$ cat src/rtl/mutative_miss_handler.sv
// Miss-service FSM for the mutative cache.
// Serialises one miss at a time: it latches the PLRU victim, writes the victim
// back if dirty, fetches the missing line, writes it into the victim way and
// pulses a PLRU touch so the refilled way becomes most-recently-used.
module mutative_miss_handler #(
  parameter int WAYS         = 8,
  parameter int WAY_IDX_BITS = 3,
  parameter int ADDR_BITS    = 32,
  parameter int OFFSET_BITS  = 5,
  parameter int SET_BITS     = 4,
  parameter int LINE_BITS    = 256,
  parameter int TAG_BITS     = ADDR_BITS - OFFSET_BITS - SET_BITS
) (
  input  logic                    clk,
  input  logic                    rst,
  input  logic [1:0]              setup,
  input  logic                    miss_req,
  output logic                    miss_ready,
  input  logic [ADDR_BITS-1:0]    miss_addr,
  input  logic [WAY_IDX_BITS-1:0] evict_way,
  input  logic [WAYS-1:0]         evict_we,
  input  logic                    victim_valid,
  input  logic                    victim_dirty,
  input  logic [TAG_BITS-1:0]     victim_tag,
  input  logic [LINE_BITS-1:0]    victim_data,
  output logic                    mem_read,
  output logic                    mem_write,
  output logic [ADDR_BITS-1:0]    mem_addr,
  output logic [LINE_BITS-1:0]    mem_wdata,
  input  logic [LINE_BITS-1:0]    mem_rdata,
  input  logic                    mem_resp,
  output logic [WAYS-1:0]         fill_we,
  output logic [WAY_IDX_BITS-1:0] fill_way,
  output logic [TAG_BITS-1:0]     fill_tag,
  output logic [LINE_BITS-1:0]    fill_data,
  output logic                    plru_hit,
  output logic [WAY_IDX_BITS-1:0] plru_way,
  output logic                    miss_done
);

  typedef enum logic [1:0] {
    S_IDLE,
    S_WB,
    S_FILL,
    S_UPDATE
  } state_t;

  state_t                  state;
  logic [ADDR_BITS-1:0]    addr_q;
  logic [WAY_IDX_BITS-1:0] way_q;
  logic [WAYS-1:0]         mask_q;
  logic [TAG_BITS-1:0]     vtag_q;
  logic [LINE_BITS-1:0]    vdata_q;
  logic [LINE_BITS-1:0]    line_q;
  logic [WAY_IDX_BITS-1:0] vway_q;

  logic                    accept;
  logic [WAY_IDX_BITS-1:0] vway_d;

  assign accept = miss_req && miss_ready;

  // Virtual way inside the PLRU set: physical way masked to the ways per
  // virtual set for the selected associativity.
  always_comb begin
    vway_d = '0;
    unique case (setup)
      2'b00:   vway_d = '0;
      2'b01:   vway_d = evict_way & WAY_IDX_BITS'(1);
      2'b10:   vway_d = evict_way & WAY_IDX_BITS'(3);
      default: vway_d = evict_way;
    endcase
  end

  // Miss FSM with registered handshake/strobe outputs and latched miss context.
  // NOTE: every register in this block uses <= so all of them update together
  // from the pre-edge values; a blocking assignment would leak new state into
  // later lines of the same edge.
  always_ff @(posedge clk or posedge rst) begin
    if (rst) begin
      state      <= S_IDLE;
      miss_ready <= 1'b1;
      mem_read   <= 1'b0;
      mem_write  <= 1'b0;
      fill_we    <= '0;
      plru_hit   <= 1'b0;
      miss_done  <= 1'b0;
      // NOTE: the line-wide data registers are cleared too, so nothing from
      // an aborted miss can reach the memory port or the array after reset.
      addr_q     <= '0;
      way_q      <= '0;
      mask_q     <= '0;
      vtag_q     <= '0;
      vdata_q    <= '0;
      line_q     <= '0;
      vway_q     <= '0;
    end else begin
      unique case (state)
        S_IDLE: begin
          if (accept) begin
            addr_q     <= miss_addr;
            way_q      <= evict_way;
            mask_q     <= evict_we;
            vtag_q     <= victim_tag;
            vdata_q    <= victim_data;
            vway_q     <= vway_d;
            miss_ready <= 1'b0;
            if (victim_valid && victim_dirty) begin
              state     <= S_WB;
              mem_write <= 1'b1;
            end else begin
              state    <= S_FILL;
              mem_read <= 1'b1;
            end
          end
        end
        S_WB: begin
          if (mem_resp) begin
            state     <= S_FILL;
            mem_write <= 1'b0;
            mem_read  <= 1'b1;
          end
        end
        S_FILL: begin
          if (mem_resp) begin
            state     <= S_UPDATE;
            line_q    <= mem_rdata;
            mem_read  <= 1'b0;
            fill_we   <= mask_q;
            plru_hit  <= 1'b1;
            miss_done <= 1'b1;
          end
        end
        default: begin
          state      <= S_IDLE;
          fill_we    <= '0;
          plru_hit   <= 1'b0;
          miss_done  <= 1'b0;
          miss_ready <= 1'b1;
        end
      endcase
    end
  end

  // Memory address: victim line during writeback, missing line otherwise.
  always_comb begin
    if (state == S_WB)
      mem_addr = {vtag_q, addr_q[OFFSET_BITS+SET_BITS-1:OFFSET_BITS], {OFFSET_BITS{1'b0}}};
    else
      mem_addr = {addr_q[ADDR_BITS-1:OFFSET_BITS], {OFFSET_BITS{1'b0}}};
  end

  assign mem_wdata = vdata_q;
  assign fill_way  = way_q;
  assign fill_tag  = addr_q[ADDR_BITS-1 -: TAG_BITS];
  assign fill_data = line_q;
  assign plru_way  = vway_q;

endmodule

$ cat config.mk
export PLATFORM = sky130hd
export DESIGN_NAME = mutative_miss_handler
export DESIGN_NICKNAME = d
export VERILOG_FILES = /design/src/rtl/mutative_miss_handler.sv
export SDC_FILE = /design/constraint.sdc
export NUM_CORES = 1
export LEC_CHECK = 0
export CORE_AREA = 2 2 457 459
export CTS_CLUSTER_DIAMETER = 120
export CTS_CLUSTER_SIZE = 20
export DETAILED_ROUTE_END_ITERATION = 10
export DIE_AREA = 0 0 459 461
export PLACE_DENSITY = 0.36
export SYNTH_ARGS = -nofsm -noshare
export SYNTH_HDL_FRONTEND = slang
export SYNTH_SLANG_ARGS = --single-unit
export TNS_END_PERCENT = 10
$ cat constraint.sdc
create_clock -name clk -period 40.5 [get_ports clk]
set_input_delay 8.1 -clock clk [delete_from_list [all_inputs] [get_ports clk]]
set_output_delay 8.1 -clock clk [all_outputs]
set_load 0.05 [all_outputs]
==> flow_metrics.env, run 1 <==
export IMPL_outcome="finished clean"
export IMPL_switchingPower_mw=2.015
export IMPL_cts_root_buf="sky130_fd_sc_hd__clkbuf_16"
export IMPL_tritoncts="built"
export IMPL_synth_sequential_area_ratio_pct=65.14
export IMPL_setup_tns_ns=0
export IMPL_clock_skew_ns=0.03024
export IMPL_avgViaCountPerCell=3.061
export IMPL_cp_arrival_ns=3.22
export IMPL_power_density_nw_per_um2=102.3
export IMPL_critical_path_top_delay_family="buffers and inverters"
export IMPL_vias=16050
export IMPL_critical_path_n_buffers_inverters=3
export IMPL_power_share_sequential_pct=26.8
export IMPL_wire_length_of_the_first_global_routing_pass_mm=160.5
export IMPL_library_cells_used_by_synthesis=33
export IMPL_h_tree_lvl_count=2
export IMPL_combinationalPowerShare_pct=60.7
export IMPL_portBuffers=1161
export IMPL_worst_pin_slew_ns=1.034
export IMPL_worst_ep_required_time_ns=32.40
export IMPL_netSwitchingFraction_pct=50.63
export IMPL_placement_rows=167
export IMPL_drv_cap=0
export IMPL_cts_hold_fix_buffers=0
export IMPL_place_inst=5143
export IMPL_postCtsResizedCells=0
export IMPL_routed_wire_length_per_instance_um=23.32
export IMPL_timing_critical_path_slowest_stage_cell="sky130_fd_sc_hd__clkdlybuf4s50_1"
export IMPL_track_usage_pct=11.12
export IMPL_max_vdd_ir_drop_mv=0.04355
export IMPL_remaining_drc_errors=0
export IMPL_critPathKind="flop to output pin"
export IMPL_chipWidth_um=459
export IMPL_grt_max_degree=112
export IMPL_worstHoldPathType="flop to flop"
export IMPL_detail_route_first_pass_iterations=4
export IMPL_maxClockFrequency_mhz=88.35
export IMPL_cts_buffers=44
export IMPL_cp_max_fo=28
export IMPL_tritoncts_num_sinks=590
export IMPL_timing_final_hold_violations=0
export IMPL_routed_wl_mm=122.3
export IMPL_io_pin_count=1172
export IMPL_layout_drive_gt1_share_pct=19.43
export IMPL_insertion_delay_ns=0.66
export IMPL_post_cts_buffers=0
export IMPL_cp_end_kind="output pin"
export IMPL_synth_yosys_warnings=0
export IMPL_core_area_sq_um=206400
export IMPL_min_period_ns=11.32
export IMPL_report_final_setup_viol=0
export IMPL_place_detailed_hpwl_mm=98.69
export IMPL_gp_routability_congestion=0.7629
export IMPL_first_global_vias=17220
export IMPL_grt_antenna_before_repair=91
export IMPL_timing_final_max_slew_violations=0
export IMPL_final_critical_path_setup_slack_ns=29.18
export IMPL_drt_antenna_violating_nets=0
export IMPL_grt_remaining_overflow=0
export IMPL_worst_slew_margin_rel_pct=31.07
export IMPL_critical_path_startpoint_type="flop"
export IMPL_clk_transition_reported_paths_ns=0.09
export IMPL_floorplan_die_height_um=461
export IMPL_areaGrowthSynthToFinish_pct=71.67
export IMPL_slowest_cell_delay_on_critical_path_ns=0.85
export IMPL_start_util_pct=10.98
export IMPL_p_leak_nw=15.41
export IMPL_worstPathCellList="inv_1 -> ha_2 -> buf_4 -> mux2_2 -> clkdlybuf4s50_1"
export IMPL_ctsLongestPathBuffers=3
export IMPL_design_die_area_sq_um=211600
export IMPL_most_common_cell_after_layout_fill_and_taps_aside="sky130_fd_sc_hd__clkdlybuf4s50_1"
export IMPL_final_net_count=3077
export IMPL_mostFrequentLayoutCells="1,161 x sky130_fd_sc_hd__clkdlybuf4s50_1, 589 x sky130_fd_sc_hd__dfrtp_1, 332 x sky130_fd_sc_hd__mux2_2, 204 x sky130_fd_sc_hd__mux2_1, 60 x sky130_fd_sc_hd__mux2_4"
export IMPL_synth_cell_area_sq_um=22670
export IMPL_crit_share_post_route_pct=27.95
export IMPL_ys_ff_latch=590
export IMPL_cellInternalPower_mw=1.965
export IMPL_fin_cells=5244
export IMPL_netlist_instances=1326
export IMPL_drt_iter0_drc=520
export IMPL_setup_repair_after_global_routing_missed_its_margin="false"
export IMPL_dp_worst_setup_slack_ns=28.83
export IMPL_power_share_clock_pct=12.5
export IMPL_syn_mean_instance_area_sq_um=17.10
[power groups by stage]
stage                     logic, mW  clock network, mW  registers [mW]
after detailed placement       2.46                  0            1.08
after global routing           2.52              0.550            1.11
after CTS                      2.47              0.535            1.07
after floorplan               0.519                  0            2.05
after global placement         2.47                  0            1.07
final                          2.42              0.499            1.07
[flip-flops by register name (all words and copies together), names as in the netlist]
name	flops
fill_data	256
mem_wdata	256
addr_q	27
vtag_q	23
fill_we	8
mask_q	8
fill_way	3
plru_way	3
state	2
mem_read	1
mem_write	1
miss_done	1
miss_ready	1
[metal layers]
layer | part of all wire (%) | global-route usage (%) | vias to the layer above | routed length [um]
met5 | 0.29 | 0 | - | 352
met4 | 2.1 | 2.576 | 56 | 2579
met1 | 39 | 12.94 | 7973 | 48280
met2 | 45 | 17.53 | 817 | 54770
li1 | - | - | 7046 | -
met3 | 13 | 6.383 | 162 | 16320
[Yosys cell counts]
cell	number	area [sq um]
sky130_fd_sc_hd__o221ai_1	1	8.760
sky130_fd_sc_hd__buf_6	8	90.09
sky130_fd_sc_hd__buf_2	36	180.2
sky130_fd_sc_hd__mux2_1	204	2297
sky130_fd_sc_hd__nand3_2	1	10.01
sky130_fd_sc_hd__ha_1	6	75.07
sky130_fd_sc_hd__a21bo_2	1	10.01
sky130_fd_sc_hd__nor3b_2	1	12.51
sky130_fd_sc_hd__mux2i_1	2	20.02
sky130_fd_sc_hd__nand2_1	7	26.28
sky130_fd_sc_hd__clkbuf_1	2	7.510
sky130_fd_sc_hd__o21bai_1	1	7.510
sky130_fd_sc_hd__o22a_1	1	8.760
sky130_fd_sc_hd__and3_1	1	6.260
sky130_fd_sc_hd__mux2_4	60	900.9
sky130_fd_sc_hd__inv_1	7	26.28
sky130_fd_sc_hd__nand3_1	2	10.01
sky130_fd_sc_hd__dfrtp_1	589	14740
sky130_fd_sc_hd__or2_2	1	6.260
sky130_fd_sc_hd__o211ai_1	1	7.510
sky130_fd_sc_hd__mux2_2	332	3739
sky130_fd_sc_hd__conb_1	1	3.750
sky130_fd_sc_hd__a31oi_1	1	6.260
sky130_fd_sc_hd__a211o_1	1	8.760
sky130_fd_sc_hd__and4_1	2	17.52
sky130_fd_sc_hd__nor2_1	2	7.510
sky130_fd_sc_hd__dfstp_2	1	26.28
sky130_fd_sc_hd__a22o_1	15	131.4
sky130_fd_sc_hd__nor2b_1	2	12.51
sky130_fd_sc_hd__a21boi_0	1	7.510
sky130_fd_sc_hd__buf_4	28	210.2
sky130_fd_sc_hd__o21ai_0	6	30.03
sky130_fd_sc_hd__o2bb2ai_1	2	17.52
[cell type report]
| cell class | count | area (sq um) |
|---|---|---|
| antenna | 34 | 85.08 |
| clock buffer | 47 | 1134 |
| clock inverter | 20 | 294.0 |
| fill | 22480 | 167500 |
| inverter | 7 | 33.78 |
| multi-input combinational | 659 | 7421 |
| sequential | 590 | 14770 |
| tap | 2704 | 3383 |
| timing repair buffer | 1183 | 11800 |
[path summary, 6_finish.rpt]
path | startpoint | cells past startpoint | slack [ns] | to
hold / removal | plru_way[2]$_DFFE_PP0P_ | 2 | 0.49 | plru_way[2]$_DFFE_PP0P_
setup reg to reg | state[0]$_DFFE_PP0P_ | 6 | 36.79 | fill_data[231]$_DFFE_PP0P_
min in group asynchronous | rst | 2 | 7.89 | plru_way[0]$_DFFE_PP0P_
setup / recovery | state[1]$_DFFE_PP0P_ | 5 | 29.18 | mem_addr[26]
max in group asynchronous | rst | 5 | 29.85 | mem_wdata[155]$_DFFE_PP0P_
hold reg to reg | plru_way[2]$_DFFE_PP0P_ | 2 | 0.49 | plru_way[2]$_DFFE_PP0P_
[stage by stage]
step | utilization, % | power [mW] | cell area [sq um] | hold slack, ns
finish | 18.85 | 3.980 | 38910 | 0.4899
global route | 18.81 | 4.175 | 38840 | 0.5007
floorplan | - | 2.564 | 22680 | 0.4585
CTS | 18.81 | 4.074 | 38830 | 0.4989
detailed placement | 18.12 | 3.540 | 37400 | 0.4805
global placement | 18.12 | 3.537 | 37400 | 0.4733
[kinds of logic (layout without fill, tap and decap cells)]
group	Yosys count	count (layout)	synth area share, %
mux	598	598	30.69
compound gates	31	31	1.076
flops	590	590	65.14
buf+inv	81	1257	2.269
simple gates	19	19	0.4803
other cells	1	39	0.01654
fa+ha+maj	6	6	0.3312
[tightest hold or removal path, delay by kind of cell, from the launching register on]
family	cells	cell delay, ns
DFF	1	0.36
AOI/OAI and AO/OA	1	0.06
and+or+nand+nor	1	0.04
No activity file was read; power rests on OpenSTA's default activity.
==> run 2: changes to the inputs <==
--- a/config.mk
+++ b/config.mk
@@ -5,12 +5,12 @@
 export SDC_FILE = /design/constraint.sdc
 export NUM_CORES = 1
 export LEC_CHECK = 0
-export CORE_AREA = 2 2 457 459
+export CORE_AREA = 2 2 460 462
 export CTS_CLUSTER_DIAMETER = 120
 export CTS_CLUSTER_SIZE = 20
 export DETAILED_ROUTE_END_ITERATION = 10
-export DIE_AREA = 0 0 459 461
-export PLACE_DENSITY = 0.36
+export DIE_AREA = 0 0 462 464
+export PLACE_DENSITY = 0.35
 export SYNTH_ARGS = -nofsm -noshare
 export SYNTH_HDL_FRONTEND = slang
 export SYNTH_SLANG_ARGS = --single-unit
==> constraint.sdc (replaced) <==
create_clock -name clk -period 10.8 [get_ports clk]
set_input_delay 2.16 -clock clk [delete_from_list [all_inputs] [get_ports clk]]
set_output_delay 2.16 -clock clk [all_outputs]
set_load 0.05 [all_outputs]
==> flow_metrics.env, run 2 (synthesis results as in run 1) <==
export IMPL_outcome="finished clean"
export IMPL_worst_slew_margin_rel_pct=26.39
export IMPL_vias=15990
export IMPL_detail_route_first_pass_iterations=6
export IMPL_multiInputGateArea_sq_um=7421
export IMPL_first_global_vias=16980
export IMPL_tritoncts_num_sinks=590
export IMPL_timing_final_hold_violations=0
export IMPL_avgViaCountPerCell=3.003
export IMPL_areaGrowthSynthToFinish_pct=71.66
export IMPL_placement_rows=168
export IMPL_drt_iter0_drc=559
export IMPL_track_usage_pct=11.19
export IMPL_cellInternalPower_mw=7.314
export IMPL_max_vdd_ir_drop_mv=0.2644
export IMPL_cp_arrival_ns=3.43
export IMPL_routed_wire_length_per_instance_um=23.39
export IMPL_place_detailed_hpwl_mm=99.53
export IMPL_grt_remaining_overflow=0
export IMPL_final_critical_path_setup_slack_ns=5.214
export IMPL_ctsLongestPathBuffers=3
export IMPL_place_inst=5237
export IMPL_p_leak_nw=15.35
export IMPL_wire_length_of_the_first_global_routing_pass_mm=163.2
export IMPL_cp_end_kind="output pin"
export IMPL_switchingPower_mw=7.631
export IMPL_setup_repair_after_global_routing_missed_its_margin="false"
export IMPL_layout_cell_area_non_filler_sq_um=38910
export IMPL_worstHoldPathType="flop to flop"
export IMPL_mostFrequentLayoutCells="1,161 x sky130_fd_sc_hd__clkdlybuf4s50_1, 589 x sky130_fd_sc_hd__dfrtp_1, 332 x sky130_fd_sc_hd__mux2_2, 204 x sky130_fd_sc_hd__mux2_1, 60 x sky130_fd_sc_hd__mux2_4"
export IMPL_io_pin_count=1172
export IMPL_power_share_clock_pct=11.9
export IMPL_drt_antenna_violating_nets=0
export IMPL_fin_cells=5323
export IMPL_combinationalPowerShare_pct=61.2
export IMPL_clk_transition_reported_paths_ns=0.09
export IMPL_setup_tns_ns=0
export IMPL_critPathKind="flop to output pin"
export IMPL_clock_skew_ns=0.03254
export IMPL_core_area_sq_um=209200
export IMPL_grt_antenna_before_repair=76
export IMPL_tritoncts="built"
export IMPL_maxClockFrequency_mhz=179.0
export IMPL_area_sequential_sq_um=14770
export IMPL_remaining_drc_errors=0
export IMPL_final_net_count=3068
export IMPL_nFillCells=22780
export IMPL_power_density_nw_per_um2=384.1
export IMPL_power_share_sequential_pct=26.8
export IMPL_worst_ep_required_time_ns=8.64
export IMPL_postCtsResizedCells=0
export IMPL_timing_final_max_slew_violations=0
export IMPL_drv_cap=0
export IMPL_portBuffers=1161
export IMPL_floorplan_die_height_um=464
export IMPL_cp_max_fo=21
export IMPL_finalCoreUtilization_pct=18.60
export IMPL_cts_root_buf="sky130_fd_sc_hd__clkbuf_16"
export IMPL_most_common_cell_after_layout_fill_and_taps_aside="sky130_fd_sc_hd__clkdlybuf4s50_1"
export IMPL_gp_routability_congestion=0.8184
export IMPL_min_period_ns=5.586
export IMPL_detailed_place_area_sq_um=37550
export IMPL_grt_max_degree=132
export IMPL_chipWidth_um=462
export IMPL_cts_buffers=42
export IMPL_critical_path_startpoint_type="flop"
export IMPL_worst_pin_slew_ns=1.104
export IMPL_cts_hold_fix_buffers=0
export IMPL_design_die_area_sq_um=214400
export IMPL_h_tree_lvl_count=2
export IMPL_netSwitchingFraction_pct=51.06
export IMPL_post_cts_buffers=0
export IMPL_crit_share_post_route_pct=51.72
export IMPL_dp_worst_setup_slack_ns=5.652
export IMPL_start_util_pct=10.84
export IMPL_routed_wl_mm=124.5
export IMPL_insertion_delay_ns=0.66
export IMPL_layout_drive_gt1_share_pct=18.95
export IMPL_report_final_setup_viol=0
run 2: critical path, stage by stage (launching register included):
cell and delay [ns]:
sky130_fd_sc_hd__dfrtp_1 0.43, sky130_fd_sc_hd__inv_1 0.18, sky130_fd_sc_hd__ha_2 0.36, sky130_fd_sc_hd__buf_4 0.49, sky130_fd_sc_hd__mux2_2 0.40, sky130_fd_sc_hd__clkdlybuf4s50_1 0.86
run 2: worst paths after layout:
kind,to,from,depth (start not counted),slack [ns]
max reg2reg,mem_wdata[252]$_DFFE_PP0P_,state[0]$_DFFE_PP0P_,6,7.53
min in group asynchronous,fill_data[41]$_DFFE_PP0P_,rst,2,1.98
min reg2reg,plru_way[2]$_DFFE_PP0P_,plru_way[2]$_DFFE_PP0P_,2,0.49
max in group asynchronous,fill_data[138]$_DFFE_PP0P_,rst,4,6.66
min,plru_way[2]$_DFFE_PP0P_,plru_way[2]$_DFFE_PP0P_,2,0.49
max,mem_addr[30],state[1]$_DFFE_PP0P_,5,5.21
run 2: final cells by class:
class	instances	share of cell area (%)
inverter	7	0.07717
tap	2805	9.019
clock buffer	49	2.823
sequential	590	37.95
multi-input combinational	659	19.07
timing repair buffer	1176	30.38
antenna	22	0.1415
clock inverter	15	0.5434
run 2: through the flow:
step	hold WS [ns]	total power, mW
after global placement	0.4714	13.40
after detailed placement	0.4747	13.39
after CTS	0.4940	15.33
after global routing	0.5042	15.68
after floorplan	0.4585	9.615
final	0.4859	14.95
run 2: metal layers:
layer  wire, um  GRT usage (%)  vias up  share of wire [%]
met5        403              0        -               0.32
met4       1945          1.986       68                1.6
met3      14530          5.468      147                 12
met2      56980          18.06      759                 46
met1      50660          13.45     8000                 41
li1           -              -     7011                  -
run 2: power groups by stage:
stage	logic, mW	registers [mW]	clock network, mW
global route	9.52	4.17	1.99
floorplan	1.95	7.67	0
global placement	9.36	4.04	0
detailed placement	9.33	4.06	0
finish	9.15	4.01	1.79
CTS	9.36	4.03	1.94
==> run 3: changes to the inputs <==
==> constraint.sdc (replaced) <==
create_clock -name clk -period 5.7 [get_ports clk]
set_input_delay 1.14 -clock clk [delete_from_list [all_inputs] [get_ports clk]]
set_output_delay 1.14 -clock clk [all_outputs]
set_load 0.05 [all_outputs]
==> flow_metrics.env, run 3 (synthesis results as in run 1) <==
export IMPL_h_tree_lvl_count=2
export IMPL_worst_ep_required_time_ns=4.56
export IMPL_chipWidth_um=462
export IMPL_cellInternalPower_mw=13.87
export IMPL_timing_final_hold_violations=0
export IMPL_hold_slack_ns=0.4942
export IMPL_vias=16100
export IMPL_worstHoldPathType="flop to flop"
export IMPL_power_share_sequential_pct=27.0
export IMPL_routed_wl_mm=125.2
export IMPL_mostFrequentLayoutCells="1,161 x sky130_fd_sc_hd__clkdlybuf4s50_1, 589 x sky130_fd_sc_hd__dfrtp_1, 332 x sky130_fd_sc_hd__mux2_2, 204 x sky130_fd_sc_hd__mux2_1, 60 x sky130_fd_sc_hd__mux2_4"
export IMPL_cts_hold_fix_buffers=0
export IMPL_p_leak_nw=15.47
export IMPL_fin_cells=5336
export IMPL_cp_arrival_ns=3.48
export IMPL_first_global_vias=17120
export IMPL_drv_cap=0
export IMPL_io_pin_count=1172
export IMPL_crit_share_post_route_pct=81.00
export IMPL_hold_path_startpoint="mem_wdata[245]$_DFFE_PP0P_"
export IMPL_cts_root_buf="sky130_fd_sc_hd__clkbuf_16"
export IMPL_tritoncts_num_sinks=590
export IMPL_netSwitchingFraction_pct=50.95
export IMPL_hold_path_endpoint="mem_wdata[245]$_DFFE_PP0P_"
export IMPL_reg2reg_depth=5
export IMPL_clk_transition_reported_paths_ns=0.09
export IMPL_ctsLongestPathBuffers=3
export IMPL_worst_pin_slew_ns=0.9709
export IMPL_timing_final_max_slew_violations=0
export IMPL_cts_buffers=42
export IMPL_rr_startpoint="state[1]$_DFFE_PP0P_"
export IMPL_place_detailed_hpwl_mm=101.5
export IMPL_final_net_count=3090
export IMPL_final_critical_path_setup_slack_ns=1.083
export IMPL_combinationalPowerShare_pct=61.3
export IMPL_outcome="finished clean"
export IMPL_finalCoreUtilization_pct=18.70
export IMPL_drt_antenna_violating_nets=0
export IMPL_dp_worst_setup_slack_ns=1.668
export IMPL_maxClockFrequency_mhz=216.6
export IMPL_gp_routability_congestion=0.7979
export IMPL_most_common_cell_after_layout_fill_and_taps_aside="sky130_fd_sc_hd__clkdlybuf4s50_1"
export IMPL_grt_max_degree=111
export IMPL_worst_slew_margin_rel_pct=35.28
export IMPL_power_density_nw_per_um2=722.6
export IMPL_power_share_clock_pct=11.7
export IMPL_critPathKind="flop to output pin"
export IMPL_remaining_drc_errors=0
export IMPL_routed_wire_length_per_instance_um=23.46
export IMPL_nFillCells=22710
export IMPL_insertion_delay_ns=0.66
export IMPL_post_cts_buffers=0
export IMPL_clock_skew_ns=0.02934
export IMPL_multiInputGateArea_sq_um=7421
export IMPL_detailed_place_area_sq_um=37780
export IMPL_portBuffers=1161
export IMPL_area_sequential_sq_um=14770
export IMPL_placement_rows=168
export IMPL_grt_remaining_overflow=0
export IMPL_avgViaCountPerCell=3.016
export IMPL_tritoncts="built"
export IMPL_postCtsResizedCells=0
export IMPL_report_final_setup_viol=0
export IMPL_rrSetupSlack_ns=2.90
export IMPL_r2r_end="mem_wdata[77]$_DFFE_PP0P_"
export IMPL_worst_hold_path_num_cells=1
export IMPL_core_area_sq_um=209200
export IMPL_min_period_ns=4.617
export IMPL_grt_antenna_before_repair=76
export IMPL_cp_end_kind="output pin"
export IMPL_critical_path_startpoint_type="flop"
export IMPL_drt_iter0_drc=530
export IMPL_setup_tns_ns=0
export IMPL_detail_route_first_pass_iterations=4
export IMPL_layout_drive_gt1_share_pct=19.72
export IMPL_cp_max_fo=19
export IMPL_place_inst=5259
export IMPL_track_usage_pct=11.25
export IMPL_floorplan_die_height_um=464
export IMPL_max_vdd_ir_drop_mv=0.3018
export IMPL_layout_cell_area_non_filler_sq_um=39120
export IMPL_switchingPower_mw=14.40
export IMPL_totalPowerFinal_mw=28.27
export IMPL_wire_length_of_the_first_global_routing_pass_mm=164.5
export IMPL_start_util_pct=10.84
export IMPL_areaGrowthSynthToFinish_pct=72.56
export IMPL_setup_repair_after_global_routing_missed_its_margin="false"
export IMPL_design_die_area_sq_um=214400
==> run 3: changes by cell type in the layout (fill, tap and decap cells not counted) <==
cell                        change
sky130_fd_sc_hd__buf_4         +17
sky130_fd_sc_hd__diode_2        -6
sky130_fd_sc_hd__buf_12         +5
sky130_fd_sc_hd__clkbuf_1       -4
sky130_fd_sc_hd__clkinv_8       +4
sky130_fd_sc_hd__clkbuf_8       +2
sky130_fd_sc_hd__inv_12         -2
sky130_fd_sc_hd__bufinv_16      -1
sky130_fd_sc_hd__clkinv_2       -1
sky130_fd_sc_hd__inv_16         -1
==> run 3: layer usage <==
metal / GRT usage [%] / share of wire [%] / vias up / routed length [um]
met1: 14.10 / 42 / 8080 / 52410
li1: - / - / 7047 / -
met5: 0 / 0.30 / - / 372
met4: 1.901 / 1.5 / 58 / 1847
met2: 18.09 / 46 / 763 / 57130
met3: 4.716 / 11 / 147 / 13430
==> run 3: how the worst max path moves through the flow <==
stage / startpoint / endpoint / slack, ns / cells past startpoint
final: state[1]$_DFFE_PP0P_ / mem_addr[14] / 1.08 / 5
after global routing: state[1]$_DFFE_PP0P_ / mem_addr[14] / 0.81 / 5
after CTS: state[1]$_DFFE_PP0P_ / mem_addr[14] / 0.87 / 5
after detailed placement: state[1]$_DFFE_PP0P_ / mem_addr[14] / 1.67 / 5
after global placement: state[1]$_DFFE_PP0P_ / mem_addr[14] / 1.69 / 5
after floorplan: rst / addr_q[10]$_DFFE_PP0P_ / -3.48 / 1
==> run 3: layout make-up <==
cell class / count / area share (%)
diodes: 16 / 0.1024
clock buffers: 47 / 2.841
clock inverters: 14 / 0.4830
inverters: 7 / 0.07677
multi-input cells: 659 / 18.97
flip-flops and latches: 590 / 37.75
well taps: 2805 / 8.973
repair buffers: 1198 / 30.80
==> run 3: critical path, stage by stage, from the launching register on <==
cell,delay (ns)
sky130_fd_sc_hd__dfrtp_1,0.44
sky130_fd_sc_hd__inv_1,0.16
sky130_fd_sc_hd__ha_2,0.68
sky130_fd_sc_hd__buf_4,0.40
sky130_fd_sc_hd__mux2_2,0.38
sky130_fd_sc_hd__clkdlybuf4s50_1,0.73
==> run 3: power groups by stage <==
stage	sequential, mW	combinational (mW)	clock (mW)
final	7.64	17.3	3.30
after global routing	7.95	18.0	3.68
after CTS	7.70	17.7	3.56
after detailed placement	7.75	17.6	0
after global placement	7.71	17.7	0
after floorplan	14.5	3.69	0
